==> src/rtl/mux8way_collector_pkg.sv <==
// Shared constants and channel-slice convention for the 8-way
// mux/demux stream blocks.
package mux8way_collector_pkg;

  localparam int NUM_CH    = 8;
  localparam int SEL_W     = 3;
  localparam int DEF_WIDTH = 16;

  typedef logic [SEL_W-1:0] ch_idx_t;

  // Channel ch occupies [ch*width +: width] of a flat bus.
  function automatic int ch_lsb(input int ch, input int width);
    return ch * width;
  endfunction

endpackage

==> src/rtl/mux8way_collector_arbiter.sv <==
// Combinational 8-way round-robin arbiter: first requester at or
// after ptr, wrapping modulo 8.
module rr_arbiter8
  import mux8way_collector_pkg::*;
(
  input  logic [NUM_CH-1:0] req,
  input  ch_idx_t           ptr,
  output logic              grant_valid,
  output ch_idx_t           grant_idx
);

  logic [2*NUM_CH-1:0] w_dbl;
  logic [NUM_CH-1:0]   w_rot;
  ch_idx_t             w_off;

  // w_rot[k] is the request of channel (ptr + k) mod 8.
  assign w_dbl = {req, req};
  assign w_rot = w_dbl[ptr +: NUM_CH];

  always_comb begin
    w_off = '0;
    for (int i = NUM_CH - 1; i >= 0; i--) begin
      if (w_rot[i]) w_off = SEL_W'(i);
    end
  end

  assign grant_valid = |req;
  assign grant_idx   = ptr + w_off;

endmodule

==> src/rtl/mux8way_collector.sv <==
// Eight-channel valid/ready stream merger with round-robin
// arbitration into one registered output slot.
module mux8way_collector
  import mux8way_collector_pkg::*;
#(
  parameter int WIDTH = DEF_WIDTH
)(
  input  logic                    clk,
  input  logic                    rst_n,
  input  logic [NUM_CH*WIDTH-1:0] in_data,
  input  logic [NUM_CH-1:0]       in_valid,
  output logic [NUM_CH-1:0]       in_ready,
  output logic [WIDTH-1:0]        out_data,
  output logic [SEL_W-1:0]        out_sel,
  output logic                    out_valid,
  input  logic                    out_ready
);

  logic [WIDTH-1:0]  r_data;
  ch_idx_t           r_sel;
  logic              r_valid;
  ch_idx_t           r_ptr;

  logic              w_load;
  logic              w_gv;
  ch_idx_t           w_gidx;
  logic              w_xfer;
  logic [WIDTH-1:0]  w_word;
  logic [NUM_CH-1:0] w_ready;

  rr_arbiter8 u_arb (
    .req         (in_valid),
    .ptr         (r_ptr),
    .grant_valid (w_gv),
    .grant_idx   (w_gidx)
  );

  assign w_load = ~r_valid | out_ready;
  assign w_xfer = w_load & w_gv;

  always_comb begin
    w_word = '0;
    for (int i = 0; i < NUM_CH; i++) begin
      if (w_gidx == SEL_W'(i))
        w_word = in_data[ch_lsb(i, WIDTH) +: WIDTH];
    end
  end

  // No acceptance is signalled while reset is held.
  always_comb begin
    w_ready = '0;
    if (rst_n && w_xfer) w_ready[w_gidx] = 1'b1;
  end

  always_ff @(posedge clk or negedge rst_n) begin
    if (!rst_n) begin
      r_data  <= '0;
      r_sel   <= '0;
      r_valid <= 1'b0;
      r_ptr   <= '0;
    end else if (w_xfer) begin
      r_data  <= w_word;
      r_sel   <= w_gidx;
      r_valid <= 1'b1;
      r_ptr   <= w_gidx + SEL_W'(1);
    end else if (w_load) begin
      r_valid <= 1'b0;
    end
  end

  assign in_ready  = w_ready;
  assign out_data  = r_data;
  assign out_sel   = r_sel;
  assign out_valid = r_valid;

endmodule

==> config.mk <==
export PLATFORM = sky130hd
export DESIGN_NAME = mux8way_collector
export DESIGN_NICKNAME = d
export VERILOG_FILES = /design/src/rtl/mux8way_collector_pkg.sv /design/src/rtl/mux8way_collector_arbiter.sv /design/src/rtl/mux8way_collector.sv
export SDC_FILE = /design/constraint.sdc
export NUM_CORES = 1
export LEC_CHECK = 0
export BUFFER_PORTS_ARGS = -buffer_cell sky130_fd_sc_hd__buf_2
export CAP_MARGIN = 20
export CORE_UTILIZATION = 40
export DETAILED_ROUTE_END_ITERATION = 6
export PLACE_DENSITY = 0.8
export SYNTH_ARGS = -nofsm -noshare
export SYNTH_HDL_FRONTEND = slang
export SYNTH_SLANG_ARGS = --single-unit
==> constraint.sdc <==
create_clock -name clk -period 5.2 [get_ports clk]
set_clock_uncertainty 0.05 [all_clocks]
set_input_delay 0 -clock clk [delete_from_list [all_inputs] [get_ports clk]]
set_output_delay 0 -clock clk [all_outputs]
set_load 0.02 [all_outputs]
==> results of run 1 <==
-- worst reg2reg max path: stages (launching register included) --
cell,delay [ns]
dfrtp_4,0.58
nand2b_1,0.20
a21boi_0,0.34
nand3_1,0.12
o211ai_1,0.11
o21ai_0,0.14
a21oi_1,0.17
a311oi_1,0.06
a21oi_1,0.24
ha_1,0.18
inv_1,0.05
fa_1,0.59
ha_2,0.41
buf_4,0.24
nand2_1,0.07
nor2_1,0.09
a21oi_1,0.05
nor2_1,0.09
a21oi_1,0.05
o21ai_0,0.34
mux2i_1,0.15
a221oi_1,0.25
-- synth_stat cells (all sizes together), types with 9 or more instances --
master  count  area (um^2)
a21oi      46          230
a221oi     31          334
clkbuf     28          105
dfrtp      23          576
inv        22         82.6
mux2i      16          160
nand2      96          360
nor2       58          220
nor3        9         45.0
o21ai      38          194
-- cell type report --
cell class | count | area share [%]
multi-input combinational | 351 | 51.9
clock buffer | 3 | 1.05
timing repair buffer | 192 | 27.0
clock inverter | 1 | 0.127
sequential | 23 | 14.7
tap | 96 | 3.05
inverter | 22 | 2.10
-- final timing paths --
kind / endpoint / slack (ns)
setup / recovery: out_data[4] / 0.56
hold / removal: out_data[0] / 0.01
setup reg to reg: out_data[4] / 0.56
hold reg to reg: out_sel[0] / 0.47
max in group asynchronous: r_ptr[0] / 4.41
min in group asynchronous: out_data[9] / 0.24
-- sequential cells by signal (all words and copies together) (netlist names) --
signal     count
out_data      16
out_sel        3
r_ptr          3
out_valid      1
-- routing by layer --
layer / up-vias / global-route usage, % / wire length (um)
met2: 207 / 41.1 / 4700
met1: 1675 / 41.8 / 4830
li1: 1855 / - / -
met4: 0 / 7.58 / 258
met3: 24 / 4.72 / 929
met5: - / 0 / 0
-- cells by family (layout without fill, tap and decap cells) --
| kind of cell | count (synthesis) | count (layout) | synth area share (%) |
|---|---|---|---|
| multiplexers | 20 | 20 | 7.26 |
| buffers and inverters | 56 | 218 | 7.83 |
| AND/OR/NAND/NOR | 185 | 185 | 27.2 |
| flip-flops | 23 | 23 | 20.4 |
| XOR/XNOR | 2 | 2 | 0.885 |
| adder cells (fa/ha/maj) | 7 | 7 | 3.36 |
| AO/OA/AOI/OAI | 137 | 137 | 33.1 |
-- stage by stage --
step	std cells	instance area [um^2]
after global routing	688	3940
after floorplan	430	2830
after CTS	688	3930
final	688	3940
after global placement	668	3730
after detailed placement	668	3730
-- timing repair --
| item | in CTS | in global routing |
|---|---|---|
| hold endpoints to repair | 38 | 0 |
| endpoints found under the setup margin | 0 | 16 |
| hold buffers | 16 | 0 |
| resized for setup | 0 | 4 |
==> flow_summary.json, run 1 <==
{
  "outcome": "finished clean",
  "dp_slack_ns": 0.214,
  "syn_area_um2": 2830,
  "io_pins": 167,
  "drt-total-wl_um": 10700,
  "cts_tree": "built",
  "syn-instance-count": 430,
  "cts_max_level": 1,
  "mostFrequentLayoutCell": "buf_2",
  "via_per_inst": 5.47,
  "diodes": 0,
  "drv_cap": 0,
  "cts_max_path_buffers": 2,
  "synth.avg_cell_area_um2": 6.58,
  "finalMaxSlewViolations": 0,
  "cp_cell_sequence": "nand2b_1, a21boi_0, nand3_1, o211ai_1, o21ai_0, a21oi_1, a311oi_1, a21oi_1, ha_1, inv_1, fa_1, ha_2, buf_4, nand2_1, nor2_1, a21oi_1, nor2_1, a21oi_1, o21ai_0, mux2i_1, a221oi_1",
  "place_congestion": 0.949,
  "place.detailed.hpwl_um": 8220,
  "regArea_um2": 579,
  "route.detailed.drc": 0,
  "fp.dieW_um": 86.1,
  "crit_fanout": 26,
  "post-route-util_pct": 58.0,
  "ys_seq_elements": 23,
  "cp-start-kind": "register",
  "grt_pass1_wl_um": 16400,
  "max_slew_margin_pct": 56.3,
  "holdPathStages": 3,
  "core_area_um2": 6790,
  "critPathTopFamily": "compound AO/OA/AOI/OAI gates",
  "crit_buf_inv": 2,
  "setup_tns_ns": 0,
  "vias": 3761,
  "hold_viol": 0,
  "worst-path-stages": 21,
  "clkLatencyLatePin_ns": 0.26,
  "yosys_warnings": 0,
  "die_h_um": 86.1,
  "nets": 739,
  "syn-num-nets": 576,
  "grt_max_degree": 50,
  "first_pass_iters": 5,
  "setup.worst_path.class": "register to register",
  "crit_top_cell": "a21oi_1",
  "post_route_cells_drive_above_1_share_pct": 34.3,
  "slowest_delay_ns": 0.59,
  "rows": 30,
  "fin_crit_sh_pct": 89.3,
  "synth.distinct_cells": 48,
  "crit_slowest_cell": "fa_1",
  "rsz0062_at_grt": "no",
  "io_buffers": 166,
  "cp.required_ns": 5.32,
  "multi_input_area_um2": 2050,
  "maxClockFrequency_mhz": 215,
  "synth_edf_count": 0,
  "grt_pass1_vias": 3333,
  "startpoint": "r_ptr[0]",
  "arrival_ns": 4.76,
  "ys_async_sr_fraction_pct": 100,
  "setup_viol": 0,
  "r2r-start": "r_ptr[0]",
  "hold_start": "in_data[112]",
  "hp-class": "input port to register",
  "antenna_found_initial": 0,
  "initial_core_util_pct": 41.6,
  "post_drt_wl_per_cell_um": 15.6,
  "fill_cells": 630,
  "fp.dieArea_um2": 7410,
  "syn_to_final_growth_pct": 39.4,
  "end_kind": "register",
  "cts_setup_buffers": 0,
  "grt_overflow": 0,
  "ant_nets": 0,
  "timing.final.crit_period_ns": 4.64,
  "cts-root-buf": "clkbuf_8",
  "drt_iter0_drc": 418,
  "most-common-layout-cells": "buf_2 (166), nand2_1 (96), nor2_1 (57), a21oi_1 (45), o21ai_0 (37)",
  "grt.total_usage_pct": 28.0,
  "path_clk_slew_ns": 0.09,
  "reg2regPathDepth": 21,
  "clkSinkCount": 23,
  "worst_slew_pin_slew_ns": 0.651,
  "cts_made_buffers": 3,
  "synth_ff_type": "dfrtp_1",
  "ys_seq_area_share_pct": 20.4,
  "holdWs_ns": 0.0110,
  "setup_ws_ns": 0.559
}
Power of run 1 is not shown: default switching activity piles up to over one toggle a cycle in this logic, so the estimate is an artifact.
==> inputs of run 2 (changes only) <==
- CTS_BUF_LIST: not set -> sky130_fd_sc_hd__clkbuf_4 sky130_fd_sc_hd__clkbuf_8 sky130_fd_sc_hd__clkbuf_16
- GPL_TIMING_DRIVEN: not set -> 0
==> flow_summary.json, run 2 (same netlist as run 1, synthesis figures left out) <==
{
  "outcome": "finished clean",
  "setup_tns_ns": 0,
  "first_pass_iters": 5,
  "mostFrequentLayoutCell": "buf_2",
  "arrival_ns": 4.94,
  "fp.dieW_um": 86.1,
  "finish.instance_area_um2": 4010,
  "nets": 763,
  "place_congestion": 0.982,
  "dpl_cell_area_um2": 3780,
  "hold_viol": 0,
  "finalMaxSlewViolations": 0,
  "rsz0062_at_grt": "no",
  "rows": 30,
  "drt-total-wl_um": 11400,
  "cts-root-buf": "clkbuf_8",
  "setup.worst_path.class": "register to register",
  "diodes": 0,
  "cts_made_buffers": 3,
  "drt_iter0_drc": 277,
  "cts_setup_buffers": 0,
  "drv_cap": 0,
  "grt_max_degree": 27,
  "timing.final.crit_period_ns": 4.82,
  "core_area_um2": 6790,
  "post_route_cells_drive_above_1_share_pct": 33.6,
  "io_buffers": 166,
  "grt.total_usage_pct": 29.8,
  "largest_reg_flops": 16,
  "holdWs_ns": 0.0172,
  "io_pins": 167,
  "via_per_inst": 5.64,
  "max_slew_margin_pct": 36.4,
  "grt_pass1_wl_um": 17400,
  "ant_nets": 0,
  "post-route-util_pct": 59.0,
  "route.detailed.drc": 0,
  "hp-class": "input port to register",
  "die_h_um": 86.1,
  "cts_max_level": 1,
  "syn_to_final_growth_pct": 41.7,
  "cts_max_path_buffers": 2,
  "antenna_found_initial": 0,
  "grt_overflow": 0,
  "cp.required_ns": 5.32,
  "end_kind": "register",
  "grt_pass1_vias": 3570,
  "hold_start": "in_valid[4]",
  "cp_cell_sequence": "clkbuf_2, clkbuf_2, nor2b_1, o22ai_1, a221oi_1, a21oi_1, a311oi_1, a21oi_1, ha_1, inv_1, fa_1, inv_1, ha_1, clkbuf_2, clkbuf_2, a21oi_1, o21ai_0, mux2i_1, a221oi_2",
  "initial_core_util_pct": 41.6,
  "post_drt_wl_per_cell_um": 16.0,
  "cp-start-kind": "register",
  "path_clk_slew_ns": 0.08,
  "worst_slew_pin_slew_ns": 0.955,
  "cts_tree": "built",
  "most-common-layout-cells": "buf_2 (169), nand2_1 (96), nor2_1 (57), a21oi_1 (45), o21ai_0 (37)",
  "clkSinkCount": 23,
  "fp.dieArea_um2": 7410,
  "setup_viol": 0,
  "r2r-start": "r_ptr[0]",
  "vias": 4017,
  "clkLatencyLatePin_ns": 0.27,
  "maxClockFrequency_mhz": 207,
  "crit_slowest_cell": "dfrtp_1",
  "crit_top_cell": "clkbuf_2",
  "fin_crit_sh_pct": 92.7,
  "slowest_delay_ns": 0.52,
  "place.detailed.hpwl_um": 9120,
  "startpoint": "r_ptr[0]",
  "crit_fanout": 10
}
## run 2: changes by cell type in the layout (fill, tap and decap cells not counted), moves of 3 or more
cell,previous run,this run
clkbuf_2,0,13
buf_4,10,0
clkbuf_1,0,15
buf_2,166,169
## run 2: cell type report
| cell class | instances | area [um^2] |
|---|---|---|
| Tap cell | 96 | 120 |
| Multi-Input combinational cell | 351 | 2030 |
| Clock inverter | 1 | 7.51 |
| Fill cell | 647 | 2790 |
| Inverter | 22 | 82.6 |
| Clock buffer | 3 | 41.3 |
| Sequential cell | 23 | 576 |
| Buffer | 34 | 155 |
| Timing Repair Buffer | 182 | 991 |
## run 2: routing by layer
layer  part of all wire, %  global-route usage (%)  up-vias  wire length, um
li1                      -                       -     1904                -
met1                    43                    40.9     1854             4940
met2                    46                    48.4      229             5260
met3                   7.9                    3.46       30              899
met4                   2.5                    10.0        0              284
met5                     0                       0        -                0
## run 2: path summary, 6_finish.rpt
kind	endpoint	slack [ns]	depth (start not counted)
setup / recovery	out_data[10]	0.38	19
hold / removal	out_valid	0.02	3
max in group asynchronous	out_data[2]	4.50	2
min in group asynchronous	out_data[13]	0.23	2
hold reg to reg	out_valid	0.45	2
setup reg to reg	out_data[10]	0.38	19
## run 2: what timing repair did
item	in CTS	in global routing
pin swaps	0	0
gates cloned	0	0
endpoints found under the setup margin	5	16
hold buffers	16	0
hold endpoints to repair	38	0
resized for setup	2	25
## run 2: stage by stage
step,setup WS (ns),std cells
after floorplan,1.03,430
final,0.379,712
after global placement,0.0524,692
after detailed placement,-0.0587,692
after CTS,0.0274,712
after global routing,0.0142,712
## run 2: critical path, delay by kind of cell, from the launching register on
family | cells | cell delay [ns]
compound gates | 8 | 1.54
mux | 1 | 0.17
flops | 1 | 0.52
fa+ha+maj | 3 | 0.97
buf+inv | 6 | 1.30
simple gates | 1 | 0.16
Power of run 2 is left out for the same reason.
